## config.mk

```make
export PLATFORM = sky130hd
export DESIGN_NAME = inscache
export DESIGN_NICKNAME = d
export VERILOG_FILES = /design/src/rtl/inscache_pkg.sv /design/src/rtl/inscache_store.sv /design/src/rtl/inscache.sv
export SDC_FILE = /design/constraint.sdc
export NUM_CORES = 2
export LEC_CHECK = 0
export CORE_UTILIZATION = 48
export DETAILED_ROUTE_END_ITERATION = 6
export PLACE_DENSITY_LB_ADDON = 0.15
export RECOVER_POWER = 25
export SYNTH_ARGS = -nofsm -noshare
export SYNTH_HDL_FRONTEND = slang
export SYNTH_HIERARCHICAL = 1
export SYNTH_SLANG_ARGS = --single-unit
```

## constraint.sdc

```tcl
create_clock -name clk_in -period 4.4 [get_ports clk_in]
set_clock_uncertainty 0.1 [all_clocks]
set_input_delay 0.66 -clock clk_in [delete_from_list [all_inputs] [get_ports clk_in]]
set_output_delay 0.66 -clock clk_in [all_outputs]
set_load 0.02 [all_outputs]
```

## src/rtl/inscache_pkg.sv

```systemverilog
// Shared definitions for the direct-mapped instruction cache: geometry default,
// controller state encoding and address helpers.
package inscache_pkg;

    localparam int IC_IDX_W = 6;

    typedef enum logic {
        IC_IDLE = 1'b0,
        IC_MISS = 1'b1
    } ic_state_e;

    // Word address: the byte offset bits of a PC carry no information here.
    function automatic logic [29:0] word_addr(input logic [31:0] pc);
        return pc[31:2];
    endfunction

endpackage

```

## src/rtl/inscache_store.sv

```systemverilog
// Line storage for inscache: valid/tag/data arrays, one combinational read port
// by index and one synchronous write port. Only the valid bits are reset.
module inscache_store
    import inscache_pkg::*;
#(
    parameter int IDX_W = IC_IDX_W
) (
    input  logic                clk_in,
    input  logic                rst_in,
    input  logic [IDX_W-1:0]    rd_idx,
    output logic                rd_valid,
    output logic [29-IDX_W:0]   rd_tag,
    output logic [31:0]         rd_data,
    input  logic                we,
    input  logic [IDX_W-1:0]    wr_idx,
    input  logic [29-IDX_W:0]   wr_tag,
    input  logic [31:0]         wr_data
);

    localparam int LINES = 1 << IDX_W;
    localparam int TAG_W = 30 - IDX_W;

    logic [LINES-1:0] valid_q;
    logic [LINES-1:0] valid_d;
    logic [TAG_W-1:0] tag_q  [LINES];
    logic [31:0]      data_q [LINES];

    always_comb begin
        valid_d = valid_q;
        if (we) begin
            valid_d[wr_idx] = 1'b1;
        end
    end

    always_ff @(posedge clk_in or negedge rst_in) begin
        if (!rst_in) begin
            valid_q <= '0;
        end else begin
            valid_q <= valid_d;
        end
    end

    // Tag/data contents are meaningless until the matching valid bit is set.
    always_ff @(posedge clk_in) begin
        if (we) begin
            tag_q[wr_idx]  <= wr_tag;
            data_q[wr_idx] <= wr_data;
        end
    end

    assign rd_valid = valid_q[rd_idx];
    assign rd_tag   = tag_q[rd_idx];
    assign rd_data  = data_q[rd_idx];

endmodule

```

## src/rtl/inscache.sv

```systemverilog
// Direct-mapped instruction cache: same-cycle hits, single outstanding word
// miss to memctrl with bypass of the returning word, flush and stall aware.
module inscache
    import inscache_pkg::*;
#(
    parameter int IDX_W = IC_IDX_W
) (
    input  logic        clk_in,
    input  logic        rst_in,
    input  logic        rdy_in,
    input  logic        rob_clear,
    input  logic        ifetch_valid,
    input  logic [31:0] ifetch_pc,
    output logic        ins_ready,
    output logic [31:0] ins_out,
    output logic        is_fetch,
    output logic [31:0] fetch_addr,
    input  logic        is_back,
    input  logic [31:0] back_ins
);

    localparam int TAG_W = 30 - IDX_W;

    ic_state_e   state_q, state_d;
    logic [29:0] miss_pc_q, miss_pc_d;
    logic        is_fetch_q, is_fetch_d;
    logic [31:0] fetch_addr_q, fetch_addr_d;

    logic [IDX_W-1:0] idx;
    logic [TAG_W-1:0] pc_tag;
    logic             rd_valid;
    logic [TAG_W-1:0] rd_tag;
    logic [31:0]      rd_data;
    logic             fill_we;
    logic             hit;
    logic             unused_pc_bits;

    assign idx            = ifetch_pc[IDX_W+1:2];
    assign pc_tag         = ifetch_pc[31:IDX_W+2];
    assign unused_pc_bits = ^ifetch_pc[1:0];

    inscache_store #(.IDX_W(IDX_W)) u_store (
        .clk_in   (clk_in),
        .rst_in   (rst_in),
        .rd_idx   (idx),
        .rd_valid (rd_valid),
        .rd_tag   (rd_tag),
        .rd_data  (rd_data),
        .we       (fill_we),
        .wr_idx   (miss_pc_q[IDX_W-1:0]),
        .wr_tag   (miss_pc_q[29:IDX_W]),
        .wr_data  (back_ins)
    );

    assign hit = rdy_in && ifetch_valid && rd_valid && (rd_tag == pc_tag);

    always_comb begin
        state_d      = state_q;
        miss_pc_d    = miss_pc_q;
        is_fetch_d   = is_fetch_q;
        fetch_addr_d = fetch_addr_q;
        fill_we      = 1'b0;
        ins_ready    = 1'b0;
        ins_out      = rd_data;

        // A flush wins over everything, including a coincident is_back.
        if (rdy_in && rob_clear) begin
            state_d    = IC_IDLE;
            is_fetch_d = 1'b0;
        end else if (rdy_in) begin
            case (state_q)
                IC_IDLE: begin
                    if (hit) begin
                        ins_ready = 1'b1;
                    end else if (ifetch_valid) begin
                        state_d      = IC_MISS;
                        miss_pc_d    = word_addr(ifetch_pc);
                        fetch_addr_d = {word_addr(ifetch_pc), 2'b00};
                        is_fetch_d   = 1'b1;
                    end
                end
                IC_MISS: begin
                    if (is_back) begin
                        fill_we    = 1'b1;
                        is_fetch_d = 1'b0;
                        state_d    = IC_IDLE;
                        if (ifetch_valid && (word_addr(ifetch_pc) == miss_pc_q)) begin
                            ins_ready = 1'b1;
                            ins_out   = back_ins;
                        end
                    end
                end
                default: begin
                    state_d = IC_IDLE;
                end
            endcase
        end

        if (!rst_in) begin
            ins_ready = 1'b0;
            ins_out   = '0;
        end
    end

    always_ff @(posedge clk_in or negedge rst_in) begin
        if (!rst_in) begin
            state_q      <= IC_IDLE;
            miss_pc_q    <= '0;
            is_fetch_q   <= 1'b0;
            fetch_addr_q <= '0;
        end else begin
            state_q      <= state_d;
            miss_pc_q    <= miss_pc_d;
            is_fetch_q   <= is_fetch_d;
            fetch_addr_q <= fetch_addr_d;
        end
    end

    assign is_fetch   = is_fetch_q;
    assign fetch_addr = fetch_addr_q;

endmodule

```

=== Word-level counts from Yosys, hierarchy flattened ===
Memory sizes are Yosys's and may differ from the RTL's.
Index checks and enable logic that the tools add are counted.

* Bits in registers: 96
* Bits in writable memories: 3,584
* Output and inout bits: 66
* Logic and storage cells: 62
* Memories: 2

* Magnitude comparators: 3
* Equal/unequal tests: 5
* Mux-type cells: 35
* Bitwise gates (word level): 4
* Reduce and logical (&&, ||, !) cells: 9

{| class="wikitable"
|+ Memory list
! name !! depth !! bits a word !! rd ports !! clocked after memory_dff !! wr ports !! RTL line !! source
|-
| u_store.data_q || 64 || 32 || 1 || 0 || 1 || inscache_store.sv:26 || <nowiki>logic [31:0] data_q [LINES];</nowiki>
|-
| u_store.tag_q || 64 || 24 || 1 || 0 || 1 || inscache_store.sv:25 || <nowiki>logic [TAG_W-1:0] tag_q [LINES];</nowiki>
|}

{| class="wikitable"
|+ Operator list
! operator !! number
|-
| 2-to-1 mux 32 bit || 6
|-
| OR 64 bit || 1
|-
| equality test 30 bit || 1
|-
| equality test 24 bit || 1
|-
| 2-to-1 mux 1 bit || 24
|-
| less-than comparator 6 x 7 -> 1 bit, second input constant || 2
|-
| binary-select mux 1 bit (select 6 bit) || 1
|-
| demux 1 bit (select 6 bit) || 1
|-
| >= comparator 6 x 1 -> 1 bit, second input constant || 1
|-
| logical AND 1 bit || 6
|-
| != test 3 bit, second input constant || 2
|-
| case mux 1 bit (2 select lines) || 3
|-
| AND reduction 5 bit || 1
|-
| AND reduction 4 bit || 1
|-
| != test 3 x 2 -> 1 bit, second input constant || 1
|-
| inverter 1 bit || 3
|-
| nonzero test 2 bit || 1
|}

=== Depth between registers and ports, before layout ===
* Depth after elaboration: 9
* Depth in mapped cells: 16
* Gate-level depth less buffers: 10

=== By module ===
The synthesis kept the hierarchy.

{| class="wikitable"
|+ By module, submodules not included
! module !! times used !! cells an instance !! area each (µm²)
|-
| inscache_store || 1 || 6,299 || 139,537.6
|-
| inscache || 1 || 283 || 2,551.2
|}

=== Worst setup path after synthesis ===
Ideal clock, no wire load.

* Kind: input-to-reg
* From: input is_back
* To: memory u_store.data_q[30][0] (enable)
* Data arrival time: 4,018 ps
* Data required time: 3,829 ps
* Slack: -189 ps
* Stages on the path: 5
* Buffers on the path: 0
* Cells stage by stage: nand2_1 > nor3b_1 > nor2b_1 > nand3_1 > nor2_1

* Word-level cells in the longest chain between the ends: 6

{| class="wikitable"
|+ RTL lines
! element !! RTL line !! source
|-
| start, declared || inscache.sv:18 || <nowiki>input logic is_back,</nowiki>
|-
| 2-to-1 mux 1 bit || inscache.sv:83 || <nowiki>if (is_back) begin</nowiki>
|-
| 2-to-1 mux 1 bit || inscache.sv:71 || <nowiki>case (state_q)</nowiki>
|-
| 2-to-1 mux 1 bit || inscache.sv:70 || <nowiki>end else if (rdy_in) begin</nowiki>
|-
| 2-to-1 mux 1 bit || inscache.sv:67 || <nowiki>if (rdy_in && rob_clear) begin</nowiki>
|-
| named net fill_we || inscache.sv:34 || <nowiki>logic fill_we;</nowiki>
|-
| 2-to-1 mux 1 bit || inscache_store.sv:45 || <nowiki>if (we) begin</nowiki>
|-
| 2-to-1 mux 1 bit (implied by the code) || inscache_store.sv:47 || <nowiki>data_q[wr_idx] <= wr_data;</nowiki>
|-
| end, declared || inscache_store.sv:26 ||
|}

The timed path passes the listed nets, and every way through them passes these cells.

=== Worst setup path after layout ===
* From: input ifetch_pc[3]
* To: output ins_ready

* Elaborated cells on any way between the ends: 15

{| class="wikitable"
|+ RTL lines
! element !! RTL line !! source
|-
| start, declared || inscache.sv:13 || <nowiki>input logic [31:0] ifetch_pc,</nowiki>
|-
| memory (64 x 24 bit) || n/a ||
|-
| named net rd_tag[6] || inscache.sv:32 || <nowiki>logic [TAG_W-1:0] rd_tag;</nowiki>
|-
| equality test 24 bit || inscache.sv:55 || <nowiki>assign hit = rdy_in && ifetch_valid && rd_valid && (rd_tag == pc_tag);</nowiki>
|-
| logical AND 1 bit || inscache.sv:55 ||
|-
| 2-to-1 mux 1 bit || inscache.sv:73 || <nowiki>if (hit) begin</nowiki>
|-
| case mux 1 bit (2 select lines) || inscache.sv:71 ||
|-
| 2-to-1 mux 1 bit || inscache.sv:70 ||
|-
| 2-to-1 mux 1 bit || inscache.sv:67 ||
|-
| 2-to-1 mux 1 bit || inscache.sv:99 || <nowiki>if (!rst_in) begin</nowiki>
|-
| end, declared || inscache.sv:14 || <nowiki>output logic ins_ready,</nowiki>
|}

The timed path passes the listed nets, and every way through them passes these cells. The select of a mux whose other input is x is not followed.

==> results.txt <==
The run finished, with violations left. The checks that failed: DRC, capacitance limit, slew limit, setup timing. The required time at the worst-slack endpoint came out at 3.64 ns. The power density normalized to cell area works out to 452.6 nW/µm². The library cells used most frequently in the layout, excluding fill and tap cells, are 3584 x sky130_fd_sc_hd__edfxtp_1, 671 x sky130_fd_sc_hd__mux4_2, 567 x sky130_fd_sc_hd__buf_4, 432 x sky130_fd_sc_hd__mux2i_1, 390 x sky130_fd_sc_hd__clkbuf_16. Of all flip-flops after synthesis, the portion carrying an async set or reset was 2.609%. The first global-routing pass estimated 617000 µm of wire. The worst register-to-register path begins at u_store/tag_q[35][8]. The worst hold path belongs to the class reg2reg. The tools report the violation count after the first detailed-routing iteration as 10773.

Walking the worst path, the cells encountered are buf_16, buf_12, buf_6, buf_12, mux4_2, o22ai_4, nor4_4, buf_4, a2bb2oi_1, buf_4, xnor2_2, nand4_1, nor4_2, nand4_1, a21oi_4, buf_6. The count of maximum capacitance violations came out at 25. The tools report the critical path capture point type as an output pin.

The capture instance of the worst register-to-register path was miss_pc_q[8]. The fraction of synthesized cell area taken by the top area cell type is 75.74%, and the later-pin clock latency in the skew report is 0.95 ns. After synthesis, the cell types taking the most area are sky130_fd_sc_hd__edfxtp_1 76%, sky130_fd_sc_hd__mux4_2 11%, sky130_fd_sc_hd__mux2i_1 3.1%. Once detail routing completed, the nets flagged for antenna violations numbered 0.

The horizontal extent of the die is 546.1 µm. Counting every sink on the clock net gives 3680. For this run, design rule violations remaining after detail routing come to 10.

The number of primary I/O pins came out at 136. The largest individual stage delay along the critical path comes from the cell sky130_fd_sc_hd__nor4_4. The most used flip-flop cell after synthesis is sky130_fd_sc_hd__edfxtp_1. In the final layout, flip-flops and latches occupy 110100 µm².

Detailed routing inserted a total of 76729 vias. The final layout contains routed wiring with a total length of 455200 µm. For this design the static power due to leakage is 56.35 nW. Count of mapped cells out of synthesis: 6582.

The die height was 546.1 µm. The logs give -104.6% for the worst max-slew margin expressed relative to the limit and 63 for the number of unique standard cell types used by synthesis. The setup slack of the critical path after layout was -0.2904 ns; the synthesis-to-layout area growth was 20.49%.

The number of global-route vias before repair was 75689; the depth of the CTS H-tree was 5. For this run, the number of standard cells in the final layout without fillers is 11887. For the portion of the post-synthesis area used by sequential elements, the log shows 77.43%. Together, buffers and inverters on the worst path number 7. The peak fanout along the critical path is 13, and the cell count after placement is 11094. The initialized floorplan defines 199 standard-cell rows.

Cell accounting for the most synthesized area: sky130_fd_sc_hd__edfxtp_1. Following the worst setup path forward leads to its endpoint at ins_ready. The largest vdd supply drop came out at 0.0003674 V. The net count of the finished layout is 7716. The library cell used most frequently in the layout, excluding fill and tap cells, is sky130_fd_sc_hd__edfxtp_1.

Setup repair after global routing could not meet its margin everywhere. The clock period minus final worst setup slack came out at 4.690 ns. In this design, the largest share of critical-path delay is due to buffers and inverters. The footprint of the multi-input gates is 31670 µm².

The critical path depth was 16; the number of pins exceeding their max-slew limit in the final report was 1608. The die covers 298200 µm². The worst setup path is launched from an input pin.

The tightest hold path in the finished design has a slack of 0.3636 ns. The type of the setup path with the least slack is in2out. The synthesized area per cell was 21.59 µm²; the number of buffers added by the clock tree synthesis step was 374.

The cell area after synthesis came out at 142100 µm². TritonCTS built the clock tree. For the global-route usage over all layers, the log shows 30.16%. Summing internal, switching and leakage power gives 0.07748 W. Global routing finished with a remaining overflow of 0. For the pin with the worst max-slew slack, the measured transition is 3.070 ns. In the finished design, the share of the clock period the worst path needs comes to 106.6%.

The count of buffers from port buffering is 131, and the final setup violation count is 22. The run gives 48.32% as the starting utilization of the core area. The critical path starts at ifetch_pc[3]. The arrival time at the worst endpoint came out at 3.93 ns. The upper clock frequency limit came out at 0.2132 GHz. For the number of synthesis warnings, the log shows 6. Placer congestion estimate: 0.8757. The total of flip-flops plus latches after synthesis was 3680.

The first TritonRoute pass finished after 7 iterations. The clock transition time at the flip-flop clock pins of the worst setup and hold paths works out to 0.05 ns. The pin count of the biggest net entering global routing came out at 67.

In the routed layout, each cell is associated on average with a via count of 6.455. In this design, the stage delay of the slowest critical-path cell is 0.52 ns. Cells with a size suffix above 1 make up 33.20% of the layout. No sink is reached through more buffers than the 4 on the longest clock path.

Layout filler cell count: 21157. Detailed placement ended at an HPWL of 261800 µm. The count of flip-flops with a built-in enable after synthesis is 3584, and the core area is 294100 µm². The worst register-to-register path has a setup slack of 0.43 ns.

In the final routed layout, each cell accounts on average for 38.29 µm. The hold violation total from the final report was 0; the initial antenna violation count was 18. The clock tree root buffer cell was sky130_fd_sc_hd__clkbuf_16. Counting cells, the worst reg-to-reg path comes to 11.
-- where the power goes --
| group | switching [W] | internal, W |
|---|---|---|
| Clock | 0.0136 | 0.0179 |
| Sequential | 0.000141 | 0.0396 |
| Combinational | 0.00401 | 0.00228 |
-- worst min-delay path by stage --
stage | to | start | depth (start not counted)
after CTS | u_store/data_q[60][16] | back_ins[16] | 2
after floorplan | is_fetch | rst_in | 0
after global placement | u_store/valid_q[51] | u_store/valid_q[51] | 1
after detailed placement | u_store/valid_q[30] | u_store/valid_q[30] | 1
after global routing | u_store/valid_q[51] | u_store/valid_q[51] | 1
final | u_store/valid_q[36] | u_store/valid_q[36] | 1
-- routing by layer --
metal	part of all wire (%)	track usage (%)	up-vias
li1	-	-	30039
met1	38	40.73	41523
met2	48	48.55	4277
met3	9.0	5.379	884
met4	5.0	12.84	6
met5	0.010	0	-
-- flip-flops by register name, indices dropped and copies added (netlist names) --
signal and count:
state_q 1, miss_pc_q 30, u_store/tag_q 1536, is_fetch 1
u_store/valid_q 64, u_store/data_q 2048
-- stage by stage --
stage,worst slack (ns),utilization [%],setup TNS [ns],instance area (µm²)
final,-0.2904,58.22,-1.520,171200
after global routing,-0.4098,58.22,-3.329,171200
after CTS,-0.3704,57.73,-2.294,169800
after detailed placement,-1.438,52.96,-54.36,155700
after global placement,-1.653,52.96,-54.98,155700
after floorplan,-0.1889,-,-249.87,142100
-- Yosys cell counts (all sizes together), types with 2 or more instances --
| cell type | n |
|---|---|
| nor2b | 41 |
| buf | 235 |
| a2bb2oi | 30 |
| nand4 | 17 |
| or3b | 5 |
| mux2i | 437 |
| a32oi | 2 |
| clkbuf | 151 |
| nor2 | 108 |
| nor4 | 54 |
| o21a | 4 |
| mux2 | 139 |
| a22o | 26 |
| or2 | 67 |
| o211ai | 10 |
| nand3b | 5 |
| mux4 | 695 |
| nand2b | 16 |
| dfrtp | 96 |
| nand3 | 57 |
| o221ai | 44 |
| a21oi | 58 |
| a2111oi | 25 |
| edfxtp | 3584 |
| a32o | 6 |
| a22oi | 74 |
| and4 | 7 |
| xnor2 | 34 |
| nor3 | 15 |
| inv | 2 |
| or4 | 4 |
| and3 | 26 |
| o21ai | 112 |
| xor2 | 20 |
| a31oi | 6 |
| o22ai | 208 |
| or3 | 5 |
| and2 | 6 |
| a211oi | 34 |
| a211o | 6 |
| nand2 | 45 |
| o22a | 7 |
| a221oi | 54 |
-- final cells by class --
cell class	instances	share of cell area [%]
Sequential cell	3680	64.28
Inverter	2	0.004385
Multi-Input combinational cell	2515	18.50
Clock inverter	224	1.332
Clock buffer	466	5.740
Antenna cell	8	0.01169
Tap cell	3919	2.864
Timing Repair Buffer	1073	7.270
-- timing repair --
action | 4_1_cts | 5_1_grt
endpoints found under the hold margin | 68 | 0
cloned | 14 | 14
buffers inserted | 31 | 47
gates resized for setup | 349 | 206
hold buffers | 9 | 0
endpoints found under the setup margin | 63 | 32
pin swaps | 26 | 48
-- cell families after synthesis --
kind of cell | count (synthesis) | share of synthesized area [%]
compound gates | 707 | 3.443
xor+xnor | 54 | 0.3329
buf+inv | 388 | 1.666
flops | 3680 | 77.43
mux | 1271 | 15.29
other cells | 1 | 0.002639
simple gates | 481 | 1.827
(Power assumes the default switching activity.)
